<file path="src/rtl/iob_bus_merge_pkg.sv">
// Shared types and width helpers for the iob_bus_merge codebase slice.
// Request bus layout  : {valid, addr[ADDR_W-1:0], wdata[DATA_W-1:0], wstrb[DATA_W/8-1:0]}
// Response bus layout : {rdata[DATA_W-1:0], ready}
package iob_bus_merge_pkg;

  // FSM encoding shared by the merger and anything that decodes its debug state.
  typedef enum logic {
    IDLE = 1'b0,
    BUSY = 1'b1
  } merge_state_t;

  localparam int DEF_ADDR_W = 32;
  localparam int DEF_DATA_W = 32;

  // Width of a packed native-bus request for the given field widths.
  function automatic int req_w(input int aw, input int dw);
    return 1 + aw + dw + dw / 8;
  endfunction

  // Width of a packed native-bus response for the given data width.
  function automatic int resp_w(input int dw);
    return dw + 1;
  endfunction

endpackage

</file>
<file path="src/rtl/iob_bus_merge_rr_arb2.sv">
// iob_rr_arb2: two-way round-robin arbiter with a one-hot combinational grant.
// The pointer holds the index of the last master granted; it resets to 1 so that
// master 0 wins the first tie after reset.
module iob_rr_arb2 (
  input  logic       clk,
  input  logic       rst,
  input  logic [1:0] req,
  input  logic       en,
  output logic [1:0] gnt
);

  logic last;

  // A lone requester wins outright; on a tie the master not granted last wins.
  always_comb begin
    gnt = 2'b00;
    case (req)
      2'b01:   gnt = 2'b01;
      2'b10:   gnt = 2'b10;
      2'b11:   gnt = last ? 2'b01 : 2'b10;
      default: gnt = 2'b00;
    endcase
  end

  // Remember who was granted whenever a grant is actually taken.
  always_ff @(posedge clk or posedge rst) begin
    if (rst) begin
      last <= 1'b1;
    end else if (en && (|req)) begin
      last <= gnt[1];
    end
  end

endmodule

</file>
<file path="src/rtl/iob_bus_merge.sv">
// iob_bus_merge: merges the PicoRV32 instruction bus (m0) and data bus (m1) onto a
// single native-bus slave port with round-robin arbitration and one outstanding
// transaction. The slave request is fully registered.
// Optional feature macro: IOB_MERGE_TIMEOUT_EN adds a slave-timeout counter and the
// sticky timeout_err flag; without it BUSY waits forever and timeout_err is 0.
//
// Handshake: a master holds valid (and its fields) until it sees ready; ready is a
// one-cycle pulse returned combinationally in the slave-ready cycle, and the master
// drops valid in that cycle. The slave sees s_req.valid held with stable fields until
// it returns ready; ready while no request is outstanding is ignored.
module iob_bus_merge
  import iob_bus_merge_pkg::*;
#(
  parameter  int ADDR_W    = DEF_ADDR_W,
  parameter  int DATA_W    = DEF_DATA_W,
  parameter  int TIMEOUT_W = 8,
  localparam int REQ_W     = req_w(ADDR_W, DATA_W),
  localparam int RESP_W    = resp_w(DATA_W)
) (
  input  logic              clk,
  input  logic              rst,
  input  logic [REQ_W-1:0]  m0_req,
  output logic [RESP_W-1:0] m0_resp,
  input  logic [REQ_W-1:0]  m1_req,
  output logic [RESP_W-1:0] m1_resp,
  output logic [REQ_W-1:0]  s_req,
  input  logic [RESP_W-1:0] s_resp,
  output logic              timeout_err,
  output logic              state_dbg
);

  merge_state_t      state;
  logic              grant;      // 0: m0 owns the slave, 1: m1 owns the slave
  logic [1:0]        gnt;
  logic              tmo_hit;
  logic              done;
  logic [DATA_W-1:0] done_rdata;

  iob_rr_arb2 u_arb (
    .clk (clk),
    .rst (rst),
    .req ({m1_req[REQ_W-1], m0_req[REQ_W-1]}),
    .en  (state == IDLE),
    .gnt (gnt)
  );

`ifdef IOB_MERGE_TIMEOUT_EN
  localparam logic [TIMEOUT_W-1:0] TMO_MAX = '1;

  logic [TIMEOUT_W-1:0] tmo_cnt;
  logic                 tmo_err_q;

  assign tmo_hit     = (state == BUSY) && !s_resp[0] && (tmo_cnt == TMO_MAX);
  assign timeout_err = tmo_err_q;

  // Count BUSY cycles without slave ready; the count is zero on entry to BUSY.
  always_ff @(posedge clk or posedge rst) begin
    if (rst) begin
      tmo_cnt   <= '0;
      tmo_err_q <= 1'b0;
    end else begin
      if (state == IDLE) begin
        tmo_cnt <= '0;
      end else if (!s_resp[0] && !tmo_hit) begin
        tmo_cnt <= tmo_cnt + 1'b1;
      end
      if (tmo_hit) begin
        tmo_err_q <= 1'b1;
      end
    end
  end
`else
  assign tmo_hit     = 1'b0;
  assign timeout_err = 1'b0;
`endif

  // A real slave ready takes priority over a timeout landing in the same cycle.
  assign done       = (state == BUSY) && (s_resp[0] || tmo_hit);
  assign done_rdata = s_resp[0] ? s_resp[RESP_W-1:1] : '0;

  assign m0_resp   = (done && !grant) ? {done_rdata, 1'b1} : '0;
  assign m1_resp   = (done &&  grant) ? {done_rdata, 1'b1} : '0;
  assign state_dbg = state;

  // Transaction FSM: latch the winner's request in IDLE, hold it in BUSY until done.
  always_ff @(posedge clk or posedge rst) begin
    if (rst) begin
      state <= IDLE;
      s_req <= '0;
      grant <= 1'b0;
    end else begin
      case (state)
        IDLE: begin
          if (|gnt) begin
            s_req <= gnt[1] ? m1_req : m0_req;
            grant <= gnt[1];
            state <= BUSY;
          end
        end
        BUSY: begin
          if (done) begin
            s_req[REQ_W-1] <= 1'b0;
            state          <= IDLE;
          end
        end
        default: state <= IDLE;
      endcase
    end
  end

endmodule
</file>
<file path="config.mk">
export PLATFORM = sky130hd
export DESIGN_NAME = iob_bus_merge
export DESIGN_NICKNAME = d
export VERILOG_FILES = /design/src/rtl/iob_bus_merge_pkg.sv /design/src/rtl/iob_bus_merge_rr_arb2.sv /design/src/rtl/iob_bus_merge.sv
export SDC_FILE = /design/constraint.sdc
export NUM_CORES = 1
export LEC_CHECK = 0
export ABC_AREA = 1
export ABC_CLOCK_PERIOD_IN_PS = 7600
export BUFFER_PORTS_ARGS = -buffer_cell sky130_fd_sc_hd__buf_4
export CORE_AREA = 2 2 122 124
export DETAILED_ROUTE_END_ITERATION = 7
export DIE_AREA = 0 0 124 126
export PLACE_DENSITY = 0.63
export SYNTH_ARGS = -nofsm -noshare
export SYNTH_HDL_FRONTEND = slang
export SYNTH_SLANG_ARGS = --single-unit
</file>
<file path="constraint.sdc">
create_clock -name clk -period 7.6 [get_ports clk]
set_input_delay 2.28 -clock clk [delete_from_list [all_inputs] [get_ports clk]]
set_output_delay 2.28 -clock clk [all_outputs]
set_load 0.01 [all_outputs]
</file>
* After elaboration in Yosys (flattened, before gate mapping)
Index checks and enable logic that the tools add are counted.
** Operators by class
- Equality and inequality tests :: 5
- Mux-type cells :: 12
- Bitwise logic cells :: 1
- Reduce and logical (&&, ||, !) cells :: 9
** Operators by type and width (number)
- $mux W69 :: 2
- $mux W33 :: 2
- $mux W32 :: 1
- $pmux W2 S3 :: 1
- $eq A2 B2 Y1 const B :: 2
- $logic_and A1 B1 Y1 :: 4
- $pmux W1 S2 :: 2
- $reduce_and A2 Y1 :: 2
- $reduce_or A2 Y1 :: 2
- $mux W1 :: 3
- $eq A2 B1 Y1 const B :: 1
- $mux W2 :: 1
- $ne A2 B1 Y1 const B :: 1
- $ne A2 B2 Y1 const B :: 1
- $logic_not A1 Y1 :: 1
- $not A1 Y1 :: 1
** Storage, ports and cells
- Register bits :: 72
- Input bits :: 173
- Output and inout bits :: 137
- Word-level logic and storage cells :: 32

* Depth between registers and ports, before layout
- Word-level depth :: 5
- Gate-level depth with buffers :: 7
- Mapped depth without buffers :: 5

* Modules after synthesis
A second synthesis with hierarchy kept.
** Unflattened totals
- Cells, all modules :: 646
- Area total of the unflattened synthesis :: 4038.9 µm²
** By module, submodules not included
- iob_bus_merge :: times used 1, cells an instance 636, area each 3968.8 µm², seq. area each 1776.7 µm²
- iob_rr_arb2 :: times used 1, cells an instance 10, area each 70.1 µm², seq. area each 26.3 µm²

* Least setup slack after synthesis
OpenSTA, ideal clock, no wires.
- Path kind :: input to output
- Start :: input port s_resp[0]
- End :: output port m1_resp[0]
- Data arrival time :: 2902 ps
- Required time :: 5320 ps
- Setup slack :: 2418 ps
- Stages :: 5
- Buffers on the path :: 1
- Cell sequence :: nand2_1 inv_1 nand2_1 clkbuf_1 inv_1
** Between the ends
- Longest elaborated chain between the ends :: 3
** RTL lines
- start: declaration :: RTL line iob_bus_merge.sv:27 : input logic [RESP_W-1:0] s_resp,
- $logic_and A1 B1 Y1 :: RTL line iob_bus_merge.sv:78 : assign done = (state == BUSY) && (s_resp[0] || tmo_hit);
- $logic_and A1 B1 Y1 :: RTL line iob_bus_merge.sv:82 : assign m1_resp = (done && grant) ? {done_rdata, 1'b1} : '0;
- $mux W33 :: RTL line iob_bus_merge.sv:82
- end: declaration :: RTL line iob_bus_merge.sv:25 : output logic [RESP_W-1:0] m1_resp,
No other way between the ends.

* Worst setup path in the final report
- Start :: input port s_resp[0]
- End :: output port m0_resp[14]
** Between the ends
- Longest elaborated chain between the ends :: 3
- Elaborated cells on any way between the ends :: 4
- Those cells by class :: mux: 2; reduce/logical: 2
** RTL lines
- $logic_and A1 B1 Y1 :: RTL line iob_bus_merge.sv:78
- $logic_and A1 B1 Y1 :: RTL line iob_bus_merge.sv:81 : assign m0_resp = (done && !grant) ? {done_rdata, 1'b1} : '0;
- $mux W33 (*) :: RTL line iob_bus_merge.sv:81
- end: declaration :: RTL line iob_bus_merge.sv:23 : output logic [RESP_W-1:0] m0_resp,
Mark *: on every way between the ends. The rest lies on a longest branch, timed or not.

==> metrics <==
antenna-violating nets left=0; crit end category=output pin; Vias=5054; number of synthesized flops with an enable pin=0; drc violations=0; endpoints failing setup=0; Post-synth top cells=209 x nand2_1, 174 x inv_1, 137 x nand3_1, 71 x dfrtp_1, 66 x nor2_1; CP Launch Type=input port; largest net degree at the start of global routing=73; yosys warns=0; Iter 0 DRT Violations=311; Area Growth Syn to Fin=60.33%; # port buffers=308; PwrDens=~270 nW/um^2; Total GRT Usage=0.2025; total core area=approximately 14000 sq um; leading post-synthesis cells by cell area=dfrtp_1 40%, nand2_1 18%, nand3_1 15%, inv_1 15%, nor2_1 5.6%; Mapped Area=~4400 sq um; FF/Latch Area=1803 sq um; Post-synth ARST share=1.000; CTS HTree Levels=3; width of the die=about 120 um; initial antenna violation count=0; Required @ worst endpoint=around 5.3 ns; Final Hold Fails=0; Worst-Margin Slew=roughly 1.1 ns; run status=finished clean; post-cts sizing count=0; Placer Congestion=around 0.75; sequential power share=0.329; filler instances=between 1k and 1.5k; GR Overflow Total=0; maximum vdd drop=between 0.00009 and 0.0001 V; Final Cell Area=7099 sq um; Yosys cell types=16; Critical Path AT=3.64 ns; final setup margin=1.685 ns; share of layout cells above drive strength 1=0.3377; Die Ht=approximately 130 um; first-pass GRT wire length=approximately 25000 um; Post-CTS Setup Inserts=0; Std-Cell Rows=44; final core utilization=0.4960; switching part of the total=0.3753; pre-CTS setup slack=~1.7 ns; clock share of power=0.220; largest area contributor in the netlist=dfrtp_1; Seq cells post-synth=72; Final Net Count=1163; crit path max fanout=33; cell with the most instances after synthesis=nand2_1; fin. max-slew vios=0; min Tclk post-route=roughly 6 ns; Cell Chain, Critical Path=buf_4 > nand2_1 > inv_1 > nand2_1 > nor2_1 > buf_4; Synth top area share=0.4012; clock buffer count from CTS=9; Slew HR=0.2733; vias per inst=4.287; fmax=169.0 MHz; initial core utilization=0.3094; CTS root buf=clkbuf_16; n_diodes=0; die area=15620 sq um; CTS tree=done; wire per inst=about 14 um; Clock Latency Late Sink=0.33 ns; Avg Cell Area, Syn=6.245 sq um; IO Pins=between 300 and 400; worst min path class=flop to flop; CTS Buffer Depth=2; CTS clk-pin slew, worst paths=around 0.06 ns; vias in the first global route=~4.8k; Top Family by Delay on Critical Path=simple AND/OR/NAND/NOR gates; Most used DFF post-synth=dfrtp_1; router iterations before antenna repair=6; setup repair after global routing missed its margin=false; Clock Skew=0.004910 ns; setup TNS=0 ns; Synth Instances=approximately 710; largest incremental delay on the critical path=roughly 0.60 ns; Slowest-stage cell, CP=nand2_1; period utilization=0.7784; Buffers & Inverters on Critical Path=3; Synthesized Nets=between 800 and 900; WS Path Type=input port to output pin; footprint of the multi-input gates=about 1800 sq um; Internal=around 1.2 mW; net switching component of the power=0.7140 mW; final wirelength=about 16000 um; cts hold-fix bufs=0; Sink Count=72; max-cap viol count=0; combinational power share=0.451; Pleak=roughly 4.5 nW; hpwl dp=about 11000 um; Placed Area=6803 sq um; post-synthesis sequential area ratio=0.4072
==> final cells by class <==
type / count / area share
multi-input cells: 419 / 0.2481
repair buffers: 313 / 0.3310
well taps: 184 / 0.03243
inverters: 175 / 0.09270
flip-flops and latches: 72 / 0.2540
clock buffers: 9 / 0.03172
clock inverters: 7 / 0.01005
==> tightest hold or removal path, delay by kind of cell, from the launching register on <==
| kind | cells | cell delay, ns |
|---|---|---|
| flip-flops | 1 | 0.37 |
| AND/OR/NAND/NOR | 2 | 0.10 |
==> power by group through the flow <==
stage / logic, mW / clock network, mW / registers, mW
CTS: 0.875 / 0.434 / 0.625
global route: 0.951 / 0.453 / 0.646
finish: 0.858 / 0.419 / 0.625
detailed placement: 0.873 / 0 / 0.628
floorplan: 0.338 / 0 / 0.696
global placement: 0.868 / 0 / 0.626
==> sequential cells by signal, indices dropped and copies added (netlist names) <==
name,cells
grant,1
s_req,69
state_dbg,1
u_arb.last,1
==> kinds of logic after synthesis <==
logic type	share of synthesized area
AND/OR/NAND/NOR	0.3947
buffers and inverters	0.1950
flip-flops	0.4072
AO/OA/AOI/OAI	0.002261
other	0.0008469
==> routing by layer <==
| metal | global-route usage | share of wire | vias up | wire length [um] |
|---|---|---|---|---|
| li1 | - | - | 2625 | - |
| met1 | 0.2660 | 0.42 | 2262 | 6745 |
| met2 | 0.3300 | 0.47 | 150 | 7508 |
| met3 | 0.05525 | 0.091 | 17 | 1444 |
| met4 | 0.05023 | 0.015 | 0 | 235 |
| met5 | 0 | 0 | - | 0 |
==> cell usage in the layout (no fill, tap or decap) <==
cell / synthesis / layout
nand2_2: 2 / 2
inv_1: 174 / 173
clkbuf_16: 0 / 9
buf_4: 5 / 313
bufinv_16: 0 / 1
dfstp_2: 1 / 1
nand3_1: 137 / 137
o21ai_0: 2 / 2
clkinvlp_4: 0 / 3
nor2_1: 66 / 66
inv_6: 0 / 1
dfrtp_1: 71 / 71
conb_1: 1 / 1
nand2_1: 209 / 209
nor2_2: 1 / 1
nor2_4: 1 / 1
inv_2: 1 / 1
clkinv_2: 0 / 3
==> path summary, 6_finish.rpt <==
check                                       startpoint                      to  slack (ns)  cells past startpoint
worst max register to register  u_arb.last$_DFFE_PP1P_   s_req[30]$_DFFE_PP0P_        5.67                      6
min in group asynchronous                          rst   s_req[49]$_DFFE_PP0P_        2.24                      3
worst min-delay path            u_arb.last$_DFFE_PP1P_  u_arb.last$_DFFE_PP1P_        0.48                      2
worst min register to register  u_arb.last$_DFFE_PP1P_  u_arb.last$_DFFE_PP1P_        0.48                      2
max in group asynchronous                          rst    s_req[4]$_DFFE_PP0P_        4.75                      3
worst max-delay path                         s_resp[0]             m0_resp[14]        1.68                      6
==> through the flow <==
step	hold slack, ns	std cells	power (mW)
after floorplan	0.4496	709	1.034
after global placement	0.4591	1163	1.493
after detailed placement	0.4661	1163	1.501
after CTS	0.4830	1179	1.934
after global routing	0.4924	1179	2.050
final	0.4770	1179	1.902
Note: power is estimated with default switching activity, not from simulation.
